**config.mk**
```make
export PLATFORM = sky130hd
export DESIGN_NAME = soc_addr_decoder
export DESIGN_NICKNAME = d
export VERILOG_FILES = /design/src/rtl/soc_addr_decoder_pkg.sv /design/src/rtl/soc_addr_rule_match.sv /design/src/rtl/soc_addr_decoder.sv
export SDC_FILE = /design/constraint.sdc
export NUM_CORES = 2
export LEC_CHECK = 0
export CAP_MARGIN = 10
export CORE_MARGIN = 5
export CORE_UTILIZATION = 59
export DETAILED_ROUTE_END_ITERATION = 8
export GPL_TIMING_DRIVEN = 1
export HOLD_SLACK_MARGIN = 0.1
export PLACE_DENSITY = 0.82
export SYNTH_ARGS = -nofsm -noshare
export SYNTH_HDL_FRONTEND = slang
export SYNTH_SLANG_ARGS = --single-unit
export TNS_END_PERCENT = 30
```
**constraint.sdc**
```tcl
create_clock -name clk_i -period 72.7 [get_ports clk_i]
set_input_delay 14.54 -clock clk_i [delete_from_list [all_inputs] [get_ports clk_i]]
set_output_delay 14.54 -clock clk_i [all_outputs]
set_load 0.02 [all_outputs]
```
**src/rtl/soc_addr_decoder_pkg.sv**
```systemverilog
// Shared types and the power-on address map for the SoC address decoder.
// Rule fields are stored at 64 bits; the decoder uses the low AddrWidth bits.
package soc_addr_decoder_pkg;

  localparam int unsigned MaxAddrWidth   = 64;
  localparam int unsigned NrDefaultRules = 10;

  // Bit positions inside the 3-bit attribute word {exec, cached, valid}
  localparam int unsigned AttrValid  = 0;
  localparam int unsigned AttrCached = 1;
  localparam int unsigned AttrExec   = 2;

  typedef struct packed {
    logic [MaxAddrWidth-1:0] base;
    logic [MaxAddrWidth-1:0] len;
    logic                    valid;
    logic                    cached;
    logic                    exec;
  } rule_t;

  function automatic rule_t default_rule(input int unsigned idx);
    rule_t r;
    r = '0;
    case (idx)
      0: r = '{base: 64'h8000_0000, len: 64'h4000_0000, valid: 1'b1, cached: 1'b1, exec: 1'b1}; // DRAM
      1: r = '{base: 64'h4000_0000, len: 64'h0000_1000, valid: 1'b1, cached: 1'b0, exec: 1'b0}; // GPIO
      2: r = '{base: 64'h3000_0000, len: 64'h0001_0000, valid: 1'b1, cached: 1'b0, exec: 1'b0}; // Ethernet
      3: r = '{base: 64'h2000_0000, len: 64'h0080_0000, valid: 1'b1, cached: 1'b0, exec: 1'b0}; // SPI
      4: r = '{base: 64'h1800_0000, len: 64'h0000_1000, valid: 1'b1, cached: 1'b0, exec: 1'b0}; // Timer
      5: r = '{base: 64'h1000_0000, len: 64'h0000_1000, valid: 1'b1, cached: 1'b0, exec: 1'b0}; // UART
      6: r = '{base: 64'h0C00_0000, len: 64'h0400_0000, valid: 1'b1, cached: 1'b0, exec: 1'b0}; // PLIC
      7: r = '{base: 64'h0200_0000, len: 64'h000C_0000, valid: 1'b1, cached: 1'b0, exec: 1'b0}; // CLINT
      8: r = '{base: 64'h0001_0000, len: 64'h0001_0000, valid: 1'b1, cached: 1'b0, exec: 1'b1}; // ROM
      9: r = '{base: 64'h0000_0000, len: 64'h0000_1000, valid: 1'b1, cached: 1'b0, exec: 1'b1}; // Debug
      default: r = '0;
    endcase
    return r;
  endfunction

endpackage

```
**src/rtl/soc_addr_rule_match.sv**
```systemverilog
// Combinational single-rule address comparison; a zero-length rule never matches.
module soc_addr_rule_match #(
  parameter int unsigned AddrWidth = 64
) (
  input  logic [AddrWidth-1:0] addr_i,
  input  logic [AddrWidth-1:0] base_i,
  input  logic [AddrWidth-1:0] len_i,
  input  logic                 valid_i,
  output logic                 match_o
);

  logic [AddrWidth-1:0] offset;

  assign offset  = addr_i - base_i;
  assign match_o = valid_i && (len_i != '0) && (addr_i >= base_i) && (offset < len_i);

endmodule

```
**src/rtl/soc_addr_decoder.sv**
```systemverilog
// Registered, lowest-index-wins address decoder with a lockable rule table.
// Optional miss counter on err_cnt_o is built when SOC_ADDR_DECODER_ERR_CNT_EN is defined.
module soc_addr_decoder
  import soc_addr_decoder_pkg::*;
#(
  parameter int unsigned NrRules   = 10,
  parameter int unsigned AddrWidth = 64,
  parameter int unsigned CntWidth  = 16,
  localparam int unsigned IdxW     = (NrRules > 1) ? $clog2(NrRules) : 1
) (
  input  logic                 clk_i,
  input  logic                 rst_i,
  input  logic                 req_valid_i,
  output logic                 req_ready_o,
  input  logic [AddrWidth-1:0] req_addr_i,
  input  logic                 req_exec_i,
  output logic                 rsp_valid_o,
  input  logic                 rsp_ready_i,
  output logic                 rsp_hit_o,
  output logic [IdxW-1:0]      rsp_idx_o,
  output logic                 rsp_cached_o,
  output logic                 rsp_exec_err_o,
  input  logic                 cfg_we_i,
  input  logic [IdxW-1:0]      cfg_idx_i,
  input  logic [AddrWidth-1:0] cfg_base_i,
  input  logic [AddrWidth-1:0] cfg_len_i,
  input  logic [2:0]           cfg_attr_i,
  input  logic                 cfg_lock_i,
  output logic                 locked_o,
  output logic                 err_sticky_o,
  input  logic                 err_clr_i
`ifdef SOC_ADDR_DECODER_ERR_CNT_EN
  ,
  output logic [CntWidth-1:0]  err_cnt_o
`endif
);

  if (NrRules < 1 || NrRules > 32 || AddrWidth < 1 || AddrWidth > MaxAddrWidth || CntWidth < 1)
  begin : g_bad_param
    $error("soc_addr_decoder: parameter out of range");
  end

  rule_t              rules_q [NrRules];
  logic [NrRules-1:0] match;

  logic            lk_hit, lk_cached, lk_exec_err;
  logic [IdxW-1:0] lk_idx;
  logic            req_accept, miss, cfg_write;

  logic            rsp_valid_q, rsp_valid_d;
  logic            rsp_hit_q, rsp_hit_d;
  logic [IdxW-1:0] rsp_idx_q, rsp_idx_d;
  logic            rsp_cached_q, rsp_cached_d;
  logic            rsp_exec_err_q, rsp_exec_err_d;
  logic            locked_q, locked_d;
  logic            err_sticky_q, err_sticky_d;

  for (genvar g = 0; g < NrRules; g++) begin : g_rule
    soc_addr_rule_match #(.AddrWidth(AddrWidth)) u_match (
      .addr_i  (req_addr_i),
      .base_i  (rules_q[g].base[AddrWidth-1:0]),
      .len_i   (rules_q[g].len[AddrWidth-1:0]),
      .valid_i (rules_q[g].valid),
      .match_o (match[g])
    );
  end

  // Scan from the top so the lowest matching index is the one that sticks.
  always_comb begin
    lk_hit    = 1'b0;
    lk_idx    = '0;
    lk_cached = 1'b0;
    for (int i = NrRules - 1; i >= 0; i--) begin
      if (match[i]) begin
        lk_hit    = 1'b1;
        lk_idx    = IdxW'(i);
        lk_cached = rules_q[i].cached;
      end
    end
    lk_exec_err = req_exec_i;
    for (int i = 0; i < NrRules; i++) begin
      if (lk_hit && (lk_idx == IdxW'(i))) lk_exec_err = req_exec_i && !rules_q[i].exec;
    end
  end

  assign req_ready_o = !rsp_valid_q || rsp_ready_i;
  assign req_accept  = req_valid_i && req_ready_o;
  assign miss        = req_accept && !lk_hit;
  assign cfg_write   = cfg_we_i && !locked_q && (32'(cfg_idx_i) < NrRules);

  always_comb begin
    rsp_valid_d    = rsp_valid_q;
    rsp_hit_d      = rsp_hit_q;
    rsp_idx_d      = rsp_idx_q;
    rsp_cached_d   = rsp_cached_q;
    rsp_exec_err_d = rsp_exec_err_q;
    if (req_accept) begin
      rsp_valid_d    = 1'b1;
      rsp_hit_d      = lk_hit;
      rsp_idx_d      = lk_idx;
      rsp_cached_d   = lk_cached;
      rsp_exec_err_d = lk_exec_err;
    end else if (rsp_ready_i) begin
      rsp_valid_d = 1'b0;
    end
    locked_d     = locked_q || cfg_lock_i;
    err_sticky_d = miss || (err_sticky_q && !err_clr_i);
  end

  always_ff @(posedge clk_i or posedge rst_i) begin
    if (rst_i) begin
      rsp_valid_q    <= 1'b0;
      rsp_hit_q      <= 1'b0;
      rsp_idx_q      <= '0;
      rsp_cached_q   <= 1'b0;
      rsp_exec_err_q <= 1'b0;
      locked_q       <= 1'b0;
      err_sticky_q   <= 1'b0;
      for (int i = 0; i < NrRules; i++) rules_q[i] <= default_rule(unsigned'(i));
    end else begin
      rsp_valid_q    <= rsp_valid_d;
      rsp_hit_q      <= rsp_hit_d;
      rsp_idx_q      <= rsp_idx_d;
      rsp_cached_q   <= rsp_cached_d;
      rsp_exec_err_q <= rsp_exec_err_d;
      locked_q       <= locked_d;
      err_sticky_q   <= err_sticky_d;
      if (cfg_write) begin
        rules_q[cfg_idx_i] <= '{base:   MaxAddrWidth'(cfg_base_i),
                                len:    MaxAddrWidth'(cfg_len_i),
                                valid:  cfg_attr_i[AttrValid],
                                cached: cfg_attr_i[AttrCached],
                                exec:   cfg_attr_i[AttrExec]};
      end
    end
  end

  assign rsp_valid_o    = rsp_valid_q;
  assign rsp_hit_o      = rsp_hit_q;
  assign rsp_idx_o      = rsp_idx_q;
  assign rsp_cached_o   = rsp_cached_q;
  assign rsp_exec_err_o = rsp_exec_err_q;
  assign locked_o       = locked_q;
  assign err_sticky_o   = err_sticky_q;

`ifdef SOC_ADDR_DECODER_ERR_CNT_EN
  logic [CntWidth-1:0] err_cnt_q, err_cnt_d;

  // A clear coinciding with a miss keeps that miss in the count.
  always_comb begin
    err_cnt_d = err_cnt_q;
    if (err_clr_i)                  err_cnt_d = miss ? CntWidth'(1) : '0;
    else if (miss && !(&err_cnt_q)) err_cnt_d = err_cnt_q + CntWidth'(1);
  end

  always_ff @(posedge clk_i or posedge rst_i) begin
    if (rst_i) err_cnt_q <= '0;
    else       err_cnt_q <= err_cnt_d;
  end

  assign err_cnt_o = err_cnt_q;
`endif

endmodule

```
==> flow_summary.json <==
{
  "status": "finished, final reports clean",
  "holdBufCountCts": 0,
  "r2r_cells": 34,
  "synth_most_common_cell": "inv_1",
  "worst_pin_slew_ps": 1430,
  "hold_viol": 0,
  "io_buffer_count": 217,
  "drt-initial-drc-count": 9994,
  "rsz0062_at_grt": "false",
  "num_vias": 88300,
  "area_growth_pct": 10.5,
  "hold_depth": 2,
  "ys_top_cells_by_count": "inv_1 (1,442), dfrtp_1 (1,283), ha_1 (1,270)",
  "pwr-share-seq": 0.353,
  "coreArea_sq_mm": 0.170,
  "avgViaCountPerCell": 6.54,
  "fin_worst_skew_ps": 26.3,
  "synth_edf_count": 0,
  "overflow": 0,
  "synthTopCellsByArea": "dfrtp_1 (32%), ha_1 (16%), mux2_2 (12%), inv_1 (5.4%), a21oi_1 (4.1%)",
  "internal-power_mw": 1.46,
  "antenna_left": 0,
  "maxCapViolations": 0,
  "wl_mm": 407,
  "grt_max_degree": 148,
  "end_kind": "output pin",
  "rr_endpoint": "rsp_exec_err_o",
  "dieWidth_microns": 423,
  "pin_count": 218,
  "r2r_setup_slack_ps": 62130,
  "sw_frac_of_total": 0.329,
  "pwr-share-clk": 0.392,
  "drive_gt1_frac": 0.144,
  "cts_sinks": 1320,
  "pwr-share-comb": 0.255,
  "gp_congestion": 1.04,
  "grt_use_total": 0.442,
  "criticalPathCategory": "in -> out",
  "finalPower_mw": 2.18,
  "dr.pass1.iters": 6,
  "numCtsBuffers": 156,
  "cts.repair.resized": 0,
  "crit_arrival_ps": 15810,
  "synth_fp_nets": 12400,
  "die_height_microns": 423,
  "synth_top_area_frac": 0.318,
  "htree_levels": 4,
  "placementRows": 151,
  "die_area_sq_mm": 0.179,
  "ys_ff_latch": 1320,
  "drc_errors": 0,
  "ys_warn_count": 0,
  "setup_viol": 0,
  "synthDistinctLibCells": 98,
  "nets": 12600,
  "max_freq_ghz": 0.0329,
  "p_switching_uw": 715,
  "fin_tns_setup_ps": 0,
  "grt_pass1_vias": 83700,
  "synthCells": 11000,
  "p_leak_nw": 52.4,
  "dpl.hpwl_mm": 305,
  "clock_latency_ps": 830,
  "initial_utilization": 0.594,
  "syn_area_per_cell_sq_um": 9.20,
  "ys_seq_area_frac": 0.328,
  "async_flop_share": 1.00,
  "hp-start": "rsp_idx_o[2]",
  "post_cts_buffers": 0,
  "min_path_type": "reg -> reg",
  "cp_max_fo": 5,
  "clk_pin_slew_ps": 60,
  "clk_path_buf_depth": 3,
  "p_per_area_mw_per_mm2": 19.5,
  "yosys.area.top_type": "dfrtp_1",
  "ir_drop_mv": 0.0259,
  "timing.final.crit_period_ps": 30350,
  "min_to": "rsp_idx_o[2]",
  "relSlewSlack": 0.0363,
  "cts_tree": "yes",
  "wire_per_inst_microns": 30.2,
  "grt_first_pass_wirelength_mm": 576,
  "antenna_found_initial": 50,
  "syn_area_sq_mm": 0.101,
  "drv_slew": 0,
  "r2r-start": "rules_q[78]",
  "cts_root_buf": "clkbuf_16",
  "start_kind": "input pin",
  "period_share": 0.417,
  "worstPathRequired_ps": 58160,
  "ys.flop_type": "dfrtp_1"
}
## registers in the layout, indices dropped and copies added, names as in the netlist
name and flops:
err_sticky_o 1, locked_o 1, rsp_cached_o 1, rsp_exec_err_o 1, rsp_hit_o 1, rsp_idx_o 4, rsp_valid_o 1, rules_q 1310
## per-layer routing
metal,share of wire,track usage
met4,0.076,0.270
met5,0.00031,0
met3,0.14,0.164
met2,0.39,0.602
met1,0.40,0.594
## stage by stage
step,cells,cell area [sq um],hold WS [ps],setup slack (ps),utilization
2_1_floorplan,11000,101000,474,21010,-
3_3_place_gp,13200,106000,471,42330,0.624
3_5_place_dp,13200,106000,487,42350,0.624
4_1_cts,13500,111000,505,42350,0.656
5_1_grt,13500,111000,512,42270,0.657
6_report,13500,111000,497,42350,0.657
## critical path, cell delays in order
cell and delay, ps:
clkdlybuf4s50_1 450, nand2b_1 180, clkdlybuf4s50_1 630
## final cells by class
cell class,count,area [sq um]
Multi-Input combinational cell,7823,61200
Inverter,1442,5420
Sequential cell,1320,33100
Tap cell,2218,2780
Antenna cell,19,47.5
Timing Repair Buffer,389,3490
Clock buffer,227,4630
Fill cell,14000,58200
Clock inverter,60,817
## cells by family (layout without fill, tap and decap cells)
logic type	after synthesis	count (layout)	share of synthesized area
AOI/OAI and AO/OA	2675	2675	0.166
adders and majority gates	1280	1280	0.160
DFF	1320	1320	0.328
other	0	19	0
buffers and inverters	1812	2118	0.0675
xor gates and xnor gates	583	583	0.0506
and+or+nand+nor	2220	2220	0.110
muxes	1065	1065	0.119
## how the worst max path moves through the flow
stage	startpoint	end	cells past startpoint
2_1_floorplan	rst_i	err_sticky_o	1
3_3_place_gp	rsp_ready_i	req_ready_o	3
3_5_place_dp	rsp_ready_i	req_ready_o	3
4_1_cts	rsp_ready_i	req_ready_o	3
5_1_grt	rsp_ready_i	req_ready_o	3
6_report	rsp_ready_i	req_ready_o	3
## power by group through the flow
| stage | combinational, mW | sequential [mW] | clock [mW] |
|---|---|---|---|
| 2_1_floorplan | 0.337 | 0.776 | 0 |
| 3_3_place_gp | 0.520 | 0.779 | 0 |
| 3_5_place_dp | 0.533 | 0.780 | 0 |
| 4_1_cts | 0.537 | 0.767 | 0.855 |
| 5_1_grt | 0.597 | 0.769 | 0.887 |
| 6_report | 0.555 | 0.768 | 0.853 |
## layout by cell type (no fill, tap or decap), types with 35 or more instances in the layout
cell type,synthesis,final
a211oi_1,101,101
a21o_1,450,450
a21oi_1,831,831
a31oi_1,56,55
and3_1,52,50
and4_1,35,35
buf_4,1,168
clkbuf_16,0,163
clkdlybuf4s50_1,0,217
dfrtp_1,1283,1283
dfstp_2,37,37
ha_1,1270,1270
inv_1,1442,1441
mux2_2,1060,1060
nand2_1,692,684
nand2b_1,109,109
nand3_1,166,166
nand4_1,254,254
nor2_1,383,383
nor2b_1,107,107
nor3_1,105,105
nor4_1,198,177
o211ai_1,43,43
o21a_1,79,79
o21ai_0,665,661
o21bai_1,108,108
xnor2_1,400,400
xor2_1,183,183
Note: power is estimated with default switching activity, not from simulation.
